File: config.mk
export PLATFORM = sky130hd
export DESIGN_NAME = match_controller
export DESIGN_NICKNAME = d
export VERILOG_FILES = /design/src/rtl/tow_pkg.sv /design/src/rtl/match_controller_phase_timer.sv /design/src/rtl/match_controller.sv
export SDC_FILE = /design/constraint.sdc
export NUM_CORES = 1
export LEC_CHECK = 0
export CORE_AREA = 2 2 58 60
export DETAILED_ROUTE_END_ITERATION = 8
export DIE_AREA = 0 0 60 62
export HOLD_SLACK_MARGIN = 0.08
export PLACE_DENSITY = 0.87
export SYNTH_ARGS = -nofsm -noshare
export SYNTH_HDL_FRONTEND = slang
export SYNTH_SLANG_ARGS = --single-unit
File: constraint.sdc
create_clock -name clk -period 2.1 [get_ports clk]
set_clock_uncertainty 0.2 [all_clocks]
set_input_delay 0.21 -clock clk [delete_from_list [all_inputs] [get_ports clk]]
set_output_delay 0.21 -clock clk [all_outputs]
set_load 0.05 [all_outputs]
File: src/rtl/tow_pkg.sv
// Shared definitions for the tug-of-war match controller.
// Holds the match FSM state encoding, datapath widths and the winner encodings.
package tow_pkg;

  typedef enum logic [2:0] {
    IDLE,
    COUNTDOWN,
    PLAY,
    ROUND_OVER,
    MATCH_OVER
  } match_state_t;

  localparam int THR_W = 9;  // cyberplayer threshold width
  localparam int WIN_W = 3;  // round-win counter width

  localparam logic WINNER_HUMAN = 1'b1;
  localparam logic WINNER_CPU   = 1'b0;

endpackage

File: src/rtl/match_controller_phase_timer.sv
// phase_timer: loadable down-counter with a done flag.
// Used for both the pre-play countdown and the post-round hold.
// Ports:
//   clk, reset   : clock and asynchronous active-high reset (count -> 0)
//   i_load       : load i_load_val this cycle (has priority over i_en)
//   i_load_val   : value to load
//   i_en         : decrement by one when the count is non-zero
//   o_done       : count is zero (decoded from the register)
module phase_timer #(
  parameter int W = 2
) (
  input  logic         clk,
  input  logic         reset,
  input  logic         i_load,
  input  logic [W-1:0] i_load_val,
  input  logic         i_en,
  output logic         o_done
);

  logic [W-1:0] r_count;

  always_ff @(posedge clk or posedge reset) begin
    if (reset) begin
      r_count <= '0;
    end else if (i_load) begin
      r_count <= i_load_val;
    end else if (i_en && (r_count != '0)) begin
      r_count <= r_count - 1'b1;
    end
  end

  assign o_done = (r_count == '0);

endmodule

File: src/rtl/match_controller.sv
// match_controller: sequences the tug-of-war playfield through a best-of
// match against the cyberplayer. Owns playfield reset and pull gating,
// counts round wins per side and ramps the CPU comparator threshold every
// time the human wins a round.
// Ports:
//   clk, reset         : divided game clock, asynchronous active-high reset
//   start              : level; begins a match from IDLE or MATCH_OVER
//   Lpull, Rpull       : conditioned CPU / human pull pulses
//   leftEdge,rightEdge : outermost field lights
//   baseDifficulty     : threshold loaded at match start
//   fieldReset         : reset to the light FSMs (low only in PLAY)
//   pullEnable         : gates pulls into the light chain (high only in PLAY)
//   cpuThreshold       : cyberplayer comparator A-operand
//   Lwins, Rwins       : CPU / human round wins
//   matchOver, winner  : match decided; winner 1 = human, 0 = CPU
//   dbg_state          : current FSM state, for observation
module match_controller
  import tow_pkg::*;
#(
  parameter int WINS_TO_MATCH = 3,
  parameter int COUNT_CYCLES  = 4,
  parameter int HOLD_CYCLES   = 4,
  parameter int DIFF_STEP     = 32,
  parameter int MAX_DIFF      = 480
) (
  input  logic             clk,
  input  logic             reset,
  input  logic             start,
  input  logic             Lpull,
  input  logic             Rpull,
  input  logic             leftEdge,
  input  logic             rightEdge,
  input  logic [THR_W-1:0] baseDifficulty,
  output logic             fieldReset,
  output logic             pullEnable,
  output logic [THR_W-1:0] cpuThreshold,
  output logic [WIN_W-1:0] Lwins,
  output logic [WIN_W-1:0] Rwins,
  output logic             matchOver,
  output logic             winner,
  output match_state_t     dbg_state
);

  localparam int TMAX = (COUNT_CYCLES > HOLD_CYCLES) ? COUNT_CYCLES : HOLD_CYCLES;
  localparam int TW   = (TMAX > 1) ? $clog2(TMAX) : 1;

  localparam logic [TW-1:0]    COUNT_LOAD = TW'(COUNT_CYCLES - 1);
  localparam logic [TW-1:0]    HOLD_LOAD  = TW'(HOLD_CYCLES - 1);
  localparam logic [WIN_W-1:0] WINS_MAX   = WIN_W'(WINS_TO_MATCH);
  localparam logic [THR_W:0]   STEP_EXT   = (THR_W + 1)'(DIFF_STEP);
  localparam logic [THR_W:0]   MAX_EXT    = (THR_W + 1)'(MAX_DIFF);

  match_state_t     r_state;
  logic             r_field_reset;
  logic             r_pull_enable;
  logic [THR_W-1:0] r_threshold;
  logic [WIN_W-1:0] r_lwins;
  logic [WIN_W-1:0] r_rwins;
  logic             r_match_over;
  logic             r_winner;

  logic             w_left_win;
  logic             w_right_win;
  logic             w_one_win;
  logic             w_start_match;
  logic [WIN_W-1:0] w_lwins_inc;
  logic [WIN_W-1:0] w_rwins_inc;
  logic             w_match_won;
  logic [THR_W:0]   w_thr_sum;
  logic [THR_W-1:0] w_thr_ramp;
  logic             w_tmr_load;
  logic [TW-1:0]    w_tmr_val;
  logic             w_tmr_en;
  logic             w_tmr_done;

  assign w_left_win    = leftEdge & Lpull;
  assign w_right_win   = rightEdge & Rpull;
  // Both edges lit at once is an illegal field state: ignore it like no win.
  assign w_one_win     = w_left_win ^ w_right_win;
  assign w_start_match = start && ((r_state == IDLE) || (r_state == MATCH_OVER));
  assign w_lwins_inc   = r_lwins + 1'b1;
  assign w_rwins_inc   = r_rwins + 1'b1;
  assign w_match_won   = w_right_win ? (w_rwins_inc == WINS_MAX) : (w_lwins_inc == WINS_MAX);

  // Sum one bit wider so the carry out of 511 is not lost before saturating.
  assign w_thr_sum  = {1'b0, r_threshold} + STEP_EXT;
  assign w_thr_ramp = (w_thr_sum > MAX_EXT) ? MAX_EXT[THR_W-1:0] : w_thr_sum[THR_W-1:0];

  // Timer load/enable decode: reload for the countdown on match start and at
  // the end of a hold; reload for the hold on a non-final round win.
  always_comb begin
    w_tmr_load = 1'b0;
    w_tmr_val  = COUNT_LOAD;
    w_tmr_en   = (r_state == COUNTDOWN) || (r_state == ROUND_OVER);
    if (w_start_match) begin
      w_tmr_load = 1'b1;
    end else if ((r_state == PLAY) && w_one_win && !w_match_won) begin
      w_tmr_load = 1'b1;
      w_tmr_val  = HOLD_LOAD;
    end else if ((r_state == ROUND_OVER) && w_tmr_done) begin
      w_tmr_load = 1'b1;
    end
  end

  phase_timer #(
    .W(TW)
  ) u_phase_timer (
    .clk       (clk),
    .reset     (reset),
    .i_load    (w_tmr_load),
    .i_load_val(w_tmr_val),
    .i_en      (w_tmr_en),
    .o_done    (w_tmr_done)
  );

  always_ff @(posedge clk or posedge reset) begin
    if (reset) begin
      r_state       <= IDLE;
      r_field_reset <= 1'b1;
      r_pull_enable <= 1'b0;
      r_threshold   <= '0;
      r_lwins       <= '0;
      r_rwins       <= '0;
      r_match_over  <= 1'b0;
      r_winner      <= WINNER_CPU;
    end else begin
      case (r_state)
        IDLE, MATCH_OVER: begin
          if (start) begin
            r_state      <= COUNTDOWN;
            r_lwins      <= '0;
            r_rwins      <= '0;
            r_threshold  <= baseDifficulty;
            r_match_over <= 1'b0;
          end
        end
        COUNTDOWN: begin
          if (w_tmr_done) begin
            r_state       <= PLAY;
            r_field_reset <= 1'b0;
            r_pull_enable <= 1'b1;
          end
        end
        PLAY: begin
          if (w_one_win) begin
            r_field_reset <= 1'b1;
            r_pull_enable <= 1'b0;
            if (w_right_win) begin
              r_rwins     <= w_rwins_inc;
              r_threshold <= w_thr_ramp;
            end else begin
              r_lwins <= w_lwins_inc;
            end
            if (w_match_won) begin
              r_state      <= MATCH_OVER;
              r_match_over <= 1'b1;
              r_winner     <= w_right_win ? WINNER_HUMAN : WINNER_CPU;
            end else begin
              r_state <= ROUND_OVER;
            end
          end
        end
        ROUND_OVER: begin
          if (w_tmr_done) begin
            r_state <= COUNTDOWN;
          end
        end
        default: begin
          r_state       <= IDLE;
          r_field_reset <= 1'b1;
          r_pull_enable <= 1'b0;
        end
      endcase
    end
  end

  assign fieldReset   = r_field_reset;
  assign pullEnable   = r_pull_enable;
  assign cpuThreshold = r_threshold;
  assign Lwins        = r_lwins;
  assign Rwins        = r_rwins;
  assign matchOver    = r_match_over;
  assign winner       = r_winner;
  assign dbg_state    = r_state;

endmodule

Word level (Yosys, flattened, before mapping)
Cells that the tools add are included.
W data, S select, Z words.
{"block": "word_totals", "regBits": 24, "latchBits": 0, "ram_bits": 0, "rom_bits": 0, "in_bits": 16, "output_inout_bits": 22, "mem_count": 0}
{"block": "classes", "addsub": 4, "n_mul": 0, "n_div": 0, "n_lt_le_gt_ge": 1, "n_eq_ne": 13, "shifts": 0, "muxes": 35, "bitwise": 4, "reduce_logical": 21}
{"cell": "$mux W9", "count": 4}
{"cell": "$mux W3", "count": 10}
{"cell": "$pmux W9 S2", "count": 1}
{"cell": "$reduce_and A4 Y1", "count": 4}
{"cell": "$ne A2 B2 Y1 const B", "count": 7}
{"cell": "$eq A3 B2 Y1 const B", "count": 4}
{"cell": "$mux W1", "count": 12}
{"cell": "$pmux W3 S2", "count": 2}
{"cell": "$pmux W3 S4", "count": 1}
{"cell": "$add A9 B6 Y10 const B", "count": 1}
{"cell": "$gt A10 B9 Y1 const B", "count": 1}
{"cell": "$add A3 B1 Y3 const B", "count": 2}
{"cell": "$pmux W1 S3", "count": 2}
{"cell": "$reduce_and A3 Y1", "count": 2}
{"cell": "$reduce_bool A2 Y1", "count": 3}
{"cell": "$logic_and A1 B1 Y1", "count": 5}
{"cell": "$mux W2", "count": 2}
{"cell": "$eq A3 B1 Y1 const B", "count": 1}
{"cell": "$eq A3 B3 Y1 const B", "count": 1}
{"cell": "$logic_not A3 Y1", "count": 1}
{"cell": "$reduce_or A3 Y1", "count": 1}
{"cell": "$and A1 B1 Y1", "count": 2}
{"cell": "$logic_not A2 Y1", "count": 1}
{"cell": "$logic_or A1 B1 Y1", "count": 2}
{"cell": "other kinds (6)", "count": 6}

Logic depth before layout (Yosys ltp)
{"block": "depth", "ltp_word": 8, "depth_mapped": 6, "mapped_depth_nobuf": 6}

By module
Synthesis repeated with hierarchy kept, for this count alone.
{"block": "hier_totals", "hier_cells": 165, "hier_area_um2": 1491.4}
{"module": "match_controller", "instances": 1, "cells_per_inst": 152, "area_each_um2": 1356.3, "seq_area_each_um2": 551.8}
{"module": "phase_timer", "instances": 1, "cells_per_inst": 13, "area_each_um2": 135.1, "seq_area_each_um2": 50.0}

Least setup slack after synthesis
Ideal clock, no wire load.
{"block": "synth_timing", "kind": "reg2reg", "from": "reg r_state[1], in the netlist dbg_state[1]", "to": "reg r_threshold[4], in the netlist cpuThreshold[4]", "setup_ns": 0.141, "t_arrival_ns": 1.728, "required_time_ns": 1.759, "slack_ns": 0.031, "stages_incl_launch_ff": 7, "period_less_slack_ns": 2.069, "cell_sequence": "dfrtp_1 buf_6 nor3b_4 a31oi_4 buf_2 a22oi_1 o21ai_0"}
{"block": "synth_via", "elab_chain_cells": 4}
{"item": "start: declaration", "line": "match_controller.sv:53", "source": "match_state_t r_state;"}
{"item": "start signal: assignment", "line": "match_controller.sv:118", "source": "r_state <= IDLE;"}
{"item": "start signal: assignment", "line": "match_controller.sv:130", "source": "r_state <= COUNTDOWN;"}
{"item": "start signal: assignment", "line": "match_controller.sv:139", "source": "r_state <= PLAY;"}
{"item": "$eq A3 B3 Y1 / $logic_not A3 Y1 (equally long branches)", "line": "match_controller.sv:127", "source": "case (r_state)"}
{"item": "$reduce_or A2 Y1", "line": "match_controller.sv:127"}
{"item": "$ne A2 B2 Y1 (no source line) / $reduce_bool A2 Y1 (equally long branches)"}
{"item": "$reduce_and A4 Y1 (no source line)"}
{"item": "end signal: assignment", "line": "match_controller.sv:133", "source": "r_threshold <= baseDifficulty;"}
{"item": "end signal: assignment", "line": "match_controller.sv:150", "source": "r_threshold <= w_thr_ramp;"}
{"item": "end: declaration", "line": "match_controller.sv:56", "source": "logic [THR_W-1:0] r_threshold;"}
Parallel ways exist; a longest one is shown, timed or not.
A chain may end at the register's enable or synchronous reset.

Worst setup path after layout
{"block": "layout_timing", "from": "reg r_threshold[7], in the netlist cpuThreshold[7]", "to": "out cpuThreshold[7]"}
{"item": "end: declaration", "line": "match_controller.sv:36", "source": "output logic [THR_W-1:0] cpuThreshold,"}
No word-level cell between the ends.

==> qor.csv <==
stage,metric,value,unit
worst_setup_path,path_buf_inv,1,
sta,final.min_clock_period,2.014,ns
worst_setup_path,path_delay_family,buffers and inverters,
finish,layout_commonest_cell,clkdlybuf4s50_1,
synthesis,synthArstFlopShare,100.0,%
synthesis,ys.warnings.count,0,
floorplan,std_cell_rows,21,
synthesis,synthDominantCellAreaShare,41.00,%
finish,drive_gt1_share,11.22,%
floorplan,core,3179,um2
worst_hold_path,hp-class,in -> reg,
worst_setup_path,max_stage_delay,0.84,ns
power_and_ir_drop,power-per-cell-area,1480,nW/um2
floorplan,die_y,62,um
sta,period_share,95.89,%
sta,rsz0062_at_grt,no,
worst_setup_path,worst_ep_arrival_time,1.60,ns
placement,placed_cells,237,
synthesis,ys_seq_elements,24,
sta,setup_viol,0,
sta,max_freq,496.6,MHz
worst_setup_path,startpoint_type,flop,
clock_network,clock-root-buffer,clkbuf_4,
worst_setup_path,required,1.69,ns
synthesis,synth.avg_cell_area,9.116,um2
worst_setup_path,critPathKind,reg -> out,
synthesis,synth-main-ff-cell,dfrtp_1,
synthesis,seq_area_frac_synth,42.87,%
floorplan,start_util,44.16,%
run,drv_cap,0,
synthesis,muxShareOfSynthArea,1.426,%
worst_setup_path,slowest_stage,clkdlybuf4s50_1,
floorplan,die_area,3720,um2
synthesis,synth_area_leaders,"dfrtp_1 (41%), nand2_1 (7.2%), o21ai_0 (6.4%)",
clock_network,numCtsBuffers,3,
global_routing,antenna_found_initial,0,
global_routing,grt_pass1_vias,1117,
route,avgViaCountPerCell,5.140,
route,drt-pass1-iter-count,4,
synthesis,synth_fp_nets,174,
finish,fin_cells,242,
floorplan,boundaryPins,38,
synthesis,synth_compound_area_share,20.94,%
sta,hold_viol,0,
finish,syn_to_final_growth,32.44,%
synthesis,yosysTopAreaCell,dfrtp_1,
finish,num_antenna_cells,0,
synthesis,synth_top_family_by_area,simple AND/OR/NAND/NOR gates,
status,outcome,finished clean,
clock_network,clock_sinks,24,
placement,place.port_buffers,37,
sta,whs,0.3224,ns
clock_network,clockBufferDepth,2,
synthesis,yosys.area_share.xor_xnor,2.496,%
synthesis,synth_edf_count,0,
global_routing,grt-ovfl-total,0,
route,num_vias,1244,
clock_network,clock_latency,0.31,ns
sta,timing.slew.headroom,63.10,%
sta,tns,0,ns
route,routed_wl,3.080,mm
global_routing,grt_pass1_wl,5.009,mm
global_routing,track_usage,17.85,%
power_and_ir_drop,ir_drop,675.5,uV
clock_network,path_clk_slew,0.12,ns
placement,place.gp.congestion,0.8224,
worst_setup_path,crit_path_end_kind,output port,
synthesis,synthAdderAreaFrac,3.565,%
global_routing,grt_max_degree,18,
finish,fin_nets,217,
sta,worst_pin_slew,0.5489,ns
sta,slew_violations,0,
synthesis,synth_cell_type_count,45,
clock_network,htreeDepth,1,
power_and_ir_drop,leakagePower,0.7842,nW
worst_setup_path,cp_max_fo,6,
floorplan,fp.dieW,60,um
finish,final_cell_mix,"clkdlybuf4s50_1 (33), nand2_1 (27), dfrtp_1 (23), o21ai_0 (18), nor2_1 (14)",
worst_setup_path,path_cells,clkdlybuf4s50_1,
synthesis,yosys.area_share.simple,23.71,%
clock_network,tritoncts,yes,
placement,hpwl,2.447,mm
route,antenna_left,0,
route,drtIter0Drc,28,
route,wl_per_cell,12.73,um
synthesis,postSynthCellCount,154,
route,drc,0,
synthesis,syn_area,1404,um2
## timing repair
item	CTS	global route
gates resized for setup	0	0
setup buffers	0	0
hold endpoints to repair	8	0
hold buffers	1	0
## where the power goes
group	switching, mW	internal [mW]	total (mW)
clock network	0.131	0.0741	0.205
registers	0.161	0.647	0.808
logic	1.10	0.636	1.74
total	1.39	1.36	2.75
## state kept, by name (all words and copies together) (netlist names)
signal and flops:
cpuThreshold 9, fieldReset 1, pullEnable 1, Lwins 3, u_phase_timer.r_count 2, Rwins 3, dbg_state 3, winner 1
matchOver 1
## worst paths after layout
kind	from	slack (ns)	end	cells after the start
max in group asynchronous	reset	0.64	winner	4
hold / removal	baseDifficulty[4]	0.32	cpuThreshold[4]	3
hold reg to reg	Lwins[2]	0.34	Lwins[2]	1
setup reg to reg	cpuThreshold[5]	0.24	cpuThreshold[2]	4
min in group asynchronous	reset	0.53	u_phase_timer.r_count[0]	3
setup / recovery	cpuThreshold[7]	0.09	cpuThreshold[7]	1
## cell usage after synthesis, types with 2 or more instances
master / number
clkbuf_1: 2
a21oi_1: 3
nor2b_1: 2
buf_6: 3
dfrtp_1: 23
xnor2_1: 3
and2_1: 2
a311oi_1: 2
nor2_1: 14
ha_1: 4
a22oi_1: 5
mux2i_1: 2
and3_1: 2
o31ai_1: 2
nor3_1: 2
buf_2: 2
nand2b_1: 2
inv_1: 5
nand3_1: 5
o21ai_0: 18
nand2_1: 27
## routing by layer
metal  vias up  track usage (%)  routed length, um
met5         -                0                  0
met1       574            25.39               1464
met2        32            27.80               1444
li1        633                -                  -
met3         5            3.106                135
met4         0            5.714                 36
## cells by family (layout without fill, tap and decap cells)
family | count (synthesis) | in the layout
and+or+nand+nor | 65 | 65
adders and majority gates | 4 | 4
buffers and inverters | 12 | 54
DFF | 24 | 24
muxes | 2 | 2
xor gates and xnor gates | 4 | 4
AOI/OAI and AO/OA | 43 | 43
## area by class of cell
class                      count  area (um2)
tap                           46       57.56
timing repair buffer          45       422.9
inverter                       5       18.77
sequential                    24       601.8
fill                         300        1320
multi-input combinational    118       732.0
clock buffer                   4       26.28
## metrics by stage
stage                     util (%)  power [mW]  worst slack, ns  cell area, um2
final                        58.48       2.751          0.08625            1859
after global routing         58.48       2.942          0.01869            1859
after CTS                    58.48       2.770          0.07882            1859
after detailed placement     57.34       2.561           0.1755            1823
after global placement       57.34       2.519           0.2092            1823
after floorplan                  -       2.057          0.03091            1404
(Power assumes the default switching activity.)
